`src/rtl/alu_arbiter.sv`:
```
// Two-requester arbiter in front of a shared external ALU.
// Each accepted operation runs IDLE -> EXEC -> RESP and returns one tagged result.
module alu_arbiter #(
    parameter bit RR_EN = 1'b1
) (
    input  logic        clk,
    input  logic        rst_n,
    input  logic        req0_valid,
    output logic        req0_ready,
    input  logic [3:0]  req0_cmd,
    input  logic [7:0]  req0_a,
    input  logic [7:0]  req0_b,
    input  logic        req1_valid,
    output logic        req1_ready,
    input  logic [3:0]  req1_cmd,
    input  logic [7:0]  req1_a,
    input  logic [7:0]  req1_b,
    output logic [3:0]  alu_cmd,
    output logic [7:0]  alu_a,
    output logic [7:0]  alu_b,
    output logic        alu_oe,
    input  logic [15:0] alu_y,
    output logic        resp_valid,
    input  logic        resp_ready,
    output logic        resp_id,
    output logic [15:0] resp_data,
    output logic        resp_err,
    output logic        busy,
    output logic [15:0] op_count
);

    // state | meaning
    // IDLE  | waiting for a request; grant and latch operands
    // EXEC  | latched operation driven to the ALU, result captured
    // RESP  | result held until the consumer accepts it
    typedef enum logic [1:0] {IDLE, EXEC, RESP} state_t;

    localparam logic [3:0] CMD_DIV = 4'b0101;

    state_t      r_state, w_next;
    logic        r_last, r_id, r_err;
    logic [3:0]  r_cmd;
    logic [7:0]  r_a, r_b;
    logic [15:0] r_data, r_op_count;
    logic        w_gnt0, w_gnt1, w_accept, w_done, w_div0;

    always_comb begin
        w_gnt0 = 1'b0;
        w_gnt1 = 1'b0;
        if (req0_valid && req1_valid) begin
            // r_last == 1 means requester 1 was served last, so 0 wins the tie
            if (RR_EN && (r_last == 1'b0))
                w_gnt1 = 1'b1;
            else
                w_gnt0 = 1'b1;
        end else begin
            w_gnt0 = req0_valid;
            w_gnt1 = req1_valid;
        end
    end

    assign w_accept = (r_state == IDLE) && (req0_valid || req1_valid);
    assign w_done   = (r_state == RESP) && resp_ready;
    assign w_div0   = (r_cmd == CMD_DIV) && (r_b == 8'd0);

    always_comb begin
        w_next     = r_state;
        req0_ready = 1'b0;
        req1_ready = 1'b0;
        alu_oe     = 1'b0;
        case (r_state)
            IDLE: begin
                // gated by rst_n so a held request never sees ready during reset
                req0_ready = rst_n & w_gnt0;
                req1_ready = rst_n & w_gnt1;
                if (w_accept)
                    w_next = EXEC;
            end
            EXEC: begin
                alu_oe = 1'b1;
                w_next = RESP;
            end
            RESP: begin
                if (resp_ready)
                    w_next = IDLE;
            end
            default: w_next = IDLE;
        endcase
    end

    always_ff @(posedge clk or negedge rst_n) begin
        if (!rst_n)
            r_state <= IDLE;
        else
            r_state <= w_next;
    end

    always_ff @(posedge clk or negedge rst_n) begin
        if (!rst_n) begin
            r_last     <= 1'b1;
            r_id       <= 1'b0;
            r_cmd      <= 4'd0;
            r_a        <= 8'd0;
            r_b        <= 8'd0;
            r_data     <= 16'd0;
            r_err      <= 1'b0;
            r_op_count <= 16'd0;
        end else begin
            if (w_accept) begin
                r_id  <= w_gnt1;
                r_cmd <= w_gnt1 ? req1_cmd : req0_cmd;
                r_a   <= w_gnt1 ? req1_a   : req0_a;
                r_b   <= w_gnt1 ? req1_b   : req0_b;
            end
            if (r_state == EXEC) begin
                r_data <= w_div0 ? 16'hFFFF : alu_y;
                r_err  <= w_div0;
            end
            if (w_done) begin
                r_last <= r_id;
                if (r_op_count != 16'hFFFF)
                    r_op_count <= r_op_count + 16'd1;
            end
        end
    end

    assign alu_cmd    = r_cmd;
    assign alu_a      = r_a;
    assign alu_b      = r_b;
    assign resp_valid = (r_state == RESP);
    assign resp_id    = r_id;
    assign resp_data  = r_data;
    assign resp_err   = r_err;
    assign busy       = (r_state != IDLE);
    assign op_count   = r_op_count;

endmodule

```
`config.mk`:
```
export PLATFORM = sky130hd
export DESIGN_NAME = alu_arbiter
export DESIGN_NICKNAME = d
export VERILOG_FILES = /design/src/rtl/alu_arbiter.sv
export SDC_FILE = /design/constraint.sdc
export NUM_CORES = 1
export LEC_CHECK = 0
export CAP_MARGIN = 20
export CORE_MARGIN = 2
export CORE_UTILIZATION = 44
export DETAILED_ROUTE_END_ITERATION = 7
export PLACE_DENSITY = 0.85
export SLEW_MARGIN = 5
export SYNTH_ARGS = -nofsm -noshare
export SYNTH_HDL_FRONTEND = slang
export SYNTH_SLANG_ARGS = --single-unit
export TNS_END_PERCENT = 20
```
`constraint.sdc`:
```
create_clock -name clk -period 3.2 [get_ports clk]
set_clock_uncertainty 0.2 [all_clocks]
set_input_delay 0.64 -clock clk [delete_from_list [all_inputs] [get_ports clk]]
set_output_delay 0.64 -clock clk [all_outputs]
set_load 0.05 [all_outputs]
```
Word-level counts from Yosys, hierarchy flattened
Index checks and enable logic that the tools add are counted.
{"block": "classes", "reduce_logical": 10, "bitwise": 2, "muxes": 14, "n_addsub": 1, "n_eq_ne": 6}
{"operator": "$add 16x1->16 const B", "n": 1}
{"operator": "$mux 16", "n": 1}
{"operator": "$mux 8", "n": 2}
{"operator": "$ne 16x16->1 const B", "n": 1}
{"operator": "$logic_not 8->1", "n": 1}
{"operator": "$mux 1", "n": 7}
{"operator": "$pmux 2 s3", "n": 1}
{"operator": "$eq 4x3->1 const B", "n": 1}
{"operator": "$logic_and 1x1->1", "n": 4}
{"operator": "$mux 2", "n": 2}
{"operator": "$mux 4", "n": 1}
{"operator": "$reduce_and 2->1", "n": 2}
{"operator": "$and 1x1->1", "n": 2}
{"operator": "$eq 2x1->1 const B", "n": 1}
{"operator": "$eq 2x2->1 const B", "n": 1}
{"operator": "$logic_not 2->1", "n": 1}
{"operator": "$ne 2x1->1 const B", "n": 1}
{"operator": "$ne 2x2->1 const B", "n": 1}
{"operator": "$reduce_bool 2->1", "n": 1}
{"operator": "$logic_or 1x1->1", "n": 1}
{"block": "totals", "elab_cells": 42, "register_bits": 57, "out_inout_bits": 59, "inputBits": 61}

Logic depth before layout (Yosys ltp)
{"block": "logic_depth", "word_depth": 4, "ltp_mapped": 5, "ltp_nobuf": 5}

Worst setup path after synthesis
Ideal clock, no wire load.
{"block": "synth_timing", "path_type": "input to output", "startpoint": "input req1_valid", "endpoint": "output req1_ready", "n_path_buf": 1, "t_required_ps": 2360, "cell_stages": 4, "t_arrival_ps": 1616, "path_slack_ps": 744, "cell_sequence": "inv_1 > a21oi_2 > buf_2 > and3_1"}
{"block": "synth_via", "elab_chain_len": 4}
{"item": "start, declared", "line_no": "13", "rtl": "input logic req1_valid,"}
{"item": "$logic_and 1x1->1", "line_no": "50", "rtl": "if (req0_valid && req1_valid) begin"}
{"item": "$mux 1 *", "line_no": "50"}
{"item": "$and 1x1->1 *", "line_no": "75", "rtl": "req1_ready = rst_n & w_gnt1;"}
{"item": "$mux 1 *", "line_no": "71", "rtl": "case (r_state)"}
{"item": "end, declared", "line_no": "14", "rtl": "output logic req1_ready,"}
Mark *: on every way between the ends. The rest lies on a longest branch, timed or not.

Worst setup path in the final report
{"block": "layout_timing", "startpoint": "register r_state[1]", "endpoint": "output busy"}
{"block": "layout_via", "elab_chain_len": 1}
{"item": "start, declared", "line_no": "40", "rtl": "state_t r_state, w_next;"}
{"item": "start signal, assigned", "line_no": "95", "rtl": "r_state <= w_next;"}
{"item": "$reduce_bool 2->1", "line_no": "134", "rtl": "assign busy = (r_state != IDLE);"}
{"item": "end, declared", "line_no": "28", "rtl": "output logic busy,"}
Every way passes these cells.

==> metrics.md <==
| Metric | Value |
|---|---|
| Result of the run | finished clean |
| Width of the die | 80.1 microns |
| Cts bufs inserted | 9 |
| Share of synthesized area occupied by flip-flops and latches | 56.1% |
| Register-to-Register Path Depth | 6 |
| Switching power | 2.01 mW |
| Syn_area_per_cell | 11.8 sq um |
| Number of buffers between clock root and the deepest sink | 2 |
| DR iter-0 viols | 75 |
| Routability cong. | 0.796 |
| Root Driver | sky130_fd_sc_hd__clkbuf_8 |
| Standard-cell rows | 27 |
| Clock group share of total power | 15.3% |
| Fin crit share | 82.7% |
| Drt total wl | 6280 microns |
| Data arrival at the endpoint of the critical path | 1.81 ns |
| Ratio of cells with drive above 1 in the final layout | 10.7% |
| Clock-pin transition on the worst setup and hold timing paths | 0.07 ns |
| Vias post-DR | 2196 |
| Worst-path cell with the longest stage delay | sky130_fd_sc_hd__clkdlybuf4s50_1 |
| Unrepaired setup endpoints after global routing | no |
| Count of flip-flops with a built-in enable after synthesis | 0 |
| Reg2reg setup slack | 1.23 ns |
| Peak fanout along the critical path | 6 |
| Maximum single-stage delay on the critical path | 0.79 ns |
| DRC | 0 |
| Global-route wire length before repair | 10500 microns |
| Vias in the first global route | 2279 |
| Internal Dissipation | 2.24 mW |
| Area fraction of the dominant cell type after synthesis | 55.1% |
| Combinational power share | 56.1% |
| Multi-input combinational cell area | 0.00106 sq mm |
| Sequential cell area | 0.00143 sq mm |
| Relative slew slack | 53.3% |
| Max cap viols | 0 |
| Maximum clock rate | 378 MHz |
| Leak pwr | 1.69 nW |
| Antenna violations before repair | 1 |
| Worst min path class | input port to asynchronous set/reset pin |
| Cell Area, Synth | 0.00254 sq mm |
| Crit-path leading delay family | buffers and inverters |
| Post-route cell area | 0.00405 sq mm |
| Total number of nets in the final design | 404 |
| Ant diodes | 0 |
| Die height | 80.1 microns |
| Terminus of the critical flop-to-flop path | alu_cmd[2] |
| Die area | 0.00641 sq mm |
| Critical path start-end classification | flop to output pin |
| Count of antenna-violating nets left after detailed routing | 0 |
| Pin count of the biggest net entering global routing | 58 |
| Path length in cells of the critical path | 4 |
| Hold-fix buffers at CTS | 0 |
| Power density of the placed cells | 1050 mW/mm^2 |
| Number of setup buffers added after CTS | 0 |
| Area growth from synthesis to layout | 59.1% |
| Initial core utilization | 45.9% |
| Prevailing post-synth register cell | sky130_fd_sc_hd__dfrtp_1 |
| Fraction of registers with async set or reset after synthesis | 100% |
| Cell types with the largest area share after synthesis | sky130_fd_sc_hd__dfrtp_1, sky130_fd_sc_hd__mux2i_1, sky130_fd_sc_hd__o22a_1, sky130_fd_sc_hd__a21oi_1, sky130_fd_sc_hd__nor2_1 |
| Global route overflow | 0 |
| CTS tree | built |
| Number of resized instances in the post-cts repair step | 0 |
| Placeable Area | 0.00554 sq mm |
| H-tree depth | 3 |
| Filler cell count in the final layout | 428 |
| Post-place instance area | 0.00385 sq mm |
| Actual slew at the worst max-slew pin | 0.701 ns |
| Number of iterations in the first detailed-routing pass | 4 |
| Crit path capture type | output pin |
| Number of standard cells after synthesis | 215 |
| Post-synthesis register bit count | 57 |
| Startpoint of the most critical register-to-register path | r_state[1] |
| Average wire per standard cell | 15.0 microns |
| Post-Syn Nets | 277 |
| Count of buffers inserted at the top-level ports | 119 |
| Sequential power share | 28.6% |
| Worst-path cell chain | nor2_1, buf_4, inv_1, clkdlybuf4s50_1 |
| Hold violation total from the final report | 0 |
| Worst-skew pair later-pin latency | 0.33 ns |
| Ports placed on the boundary | 120 |
| Global router's overall resource usage | 21.5% |
| Total setup violations reported at the end of the flow | 0 |
| Switching part of the total | 47.4% |
| Count of distinct cell types in the synthesized netlist | 41 |
| Number of max-slew violations in the final report | 0 |
| Crit path buffers/inverters | 3 |
| Final setup TNS | 0 ns |
| Min cycle time layout | 2.65 ns |
| # clock sinks | 57 |
| Worst Setup Start Kind | flop |
| Library cell occupying the most area in the post-synthesis netlist | sky130_fd_sc_hd__dfrtp_1 |
| Data required time of the worst path | 2.36 ns |
| Via/cell ratio | 5.24 |
| HPWL reported at the end of detailed placement | 4630 microns |
| Total number of yosys warnings | 0 |
| Worst-case vdd ir drop | 768 uV |
-- stage by stage --
stage | instances | worst slack, ns | hold WS [ns] | total power [mW] | utilization [%]
2_1_floorplan | 215 | 0.744 | 0.144 | 2.76 | -
3_3_place_gp | 403 | 0.728 | 0.272 | 3.58 | 69.6
3_5_place_dp | 403 | 0.711 | 0.288 | 3.63 | 69.6
4_1_cts | 419 | 0.531 | 0.304 | 4.30 | 73.1
5_1_grt | 419 | 0.471 | 0.323 | 4.48 | 73.1
6_report | 419 | 0.552 | 0.299 | 4.25 | 73.1
-- kinds of logic after synthesis --
family,after synthesis,share of synthesized area [%]
DFF,57,56.1
muxes,22,8.90
AOI/OAI and AO/OA,46,12.4
adders and majority gates,1,0.492
buffers and inverters,13,2.26
xor gates and xnor gates,13,4.47
and+or+nand+nor,63,15.4
-- worst max path at each step --
stage,startpoint,endpoint,slack [ns]
2_1_floorplan,req1_valid,req1_ready,0.74
3_3_place_gp,req1_valid,req1_ready,0.73
3_5_place_dp,req1_valid,req1_ready,0.71
4_1_cts,r_state[1],busy,0.53
5_1_grt,r_state[1],busy,0.47
6_report,r_state[1],busy,0.55
-- power by group through the flow --
stage	clock network [mW]	registers, mW	logic (mW)
global placement	0	1.22	2.36
finish	0.651	1.22	2.38
CTS	0.665	1.22	2.41
detailed placement	0	1.23	2.40
floorplan	0	2.11	0.647
global route	0.703	1.26	2.52
-- placed cells by master (no fill, tap or decap), types with 2 or more instances in the layout --
master and instances:
sky130_fd_sc_hd__clkdlybuf4s50_1 115, sky130_fd_sc_hd__dfrtp_1 56, sky130_fd_sc_hd__nor2_1 22, sky130_fd_sc_hd__a21oi_1 21, sky130_fd_sc_hd__mux2i_1 20, sky130_fd_sc_hd__o22a_1 16
sky130_fd_sc_hd__clkbuf_8 9, sky130_fd_sc_hd__xnor2_1 8, sky130_fd_sc_hd__nand4_1 7, sky130_fd_sc_hd__nand3_1 7, sky130_fd_sc_hd__buf_4 6, sky130_fd_sc_hd__xor2_1 5
sky130_fd_sc_hd__inv_1 4, sky130_fd_sc_hd__nand2_1 4, sky130_fd_sc_hd__and4_1 3, sky130_fd_sc_hd__o21a_1 3, sky130_fd_sc_hd__nor4b_1 3, sky130_fd_sc_hd__clkinvlp_4 3
sky130_fd_sc_hd__buf_12 3, sky130_fd_sc_hd__nor2b_1 2, sky130_fd_sc_hd__nor4_1 2, sky130_fd_sc_hd__nor3_1 2, sky130_fd_sc_hd__clkinv_2 2
-- metal layers --
layer	global-route usage (%)	vias up	part of all wire [%]
met5	0	-	0.18
met4	9.49	2	2.2
met3	7.98	15	9.1
met2	35.4	97	49
met1	24.9	1039	40
li1	-	1043	-
-- final cells by class --
| class | instances | area share (%) |
|---|---|---|
| repair buffers | 125 | 31.1 |
| clock inverters | 7 | 1.76 |
| inverters | 4 | 0.371 |
| flip-flops and latches | 57 | 35.3 |
| well taps | 72 | 2.22 |
| multi-input cells | 145 | 26.2 |
| clock buffers | 9 | 3.06 |
-- sequential cells by signal, indices dropped and copies added, names as in the netlist --
name	flops
alu_b	8
r_state	2
alu_a	8
resp_data	16
r_last	1
alu_cmd	4
op_count	16
resp_err	1
resp_id	1
-- cell usage after synthesis, drive strengths merged (4+ instances only) --
cell   count
a21oi     22
o22a      16
buf        8
mux2i     20
nand3      8
nand4      8
xnor2      8
dfrtp     56
nand2      4
nor4       4
nor2      23
xor2       5
inv        4
Power figures use the tool's default switching activity.
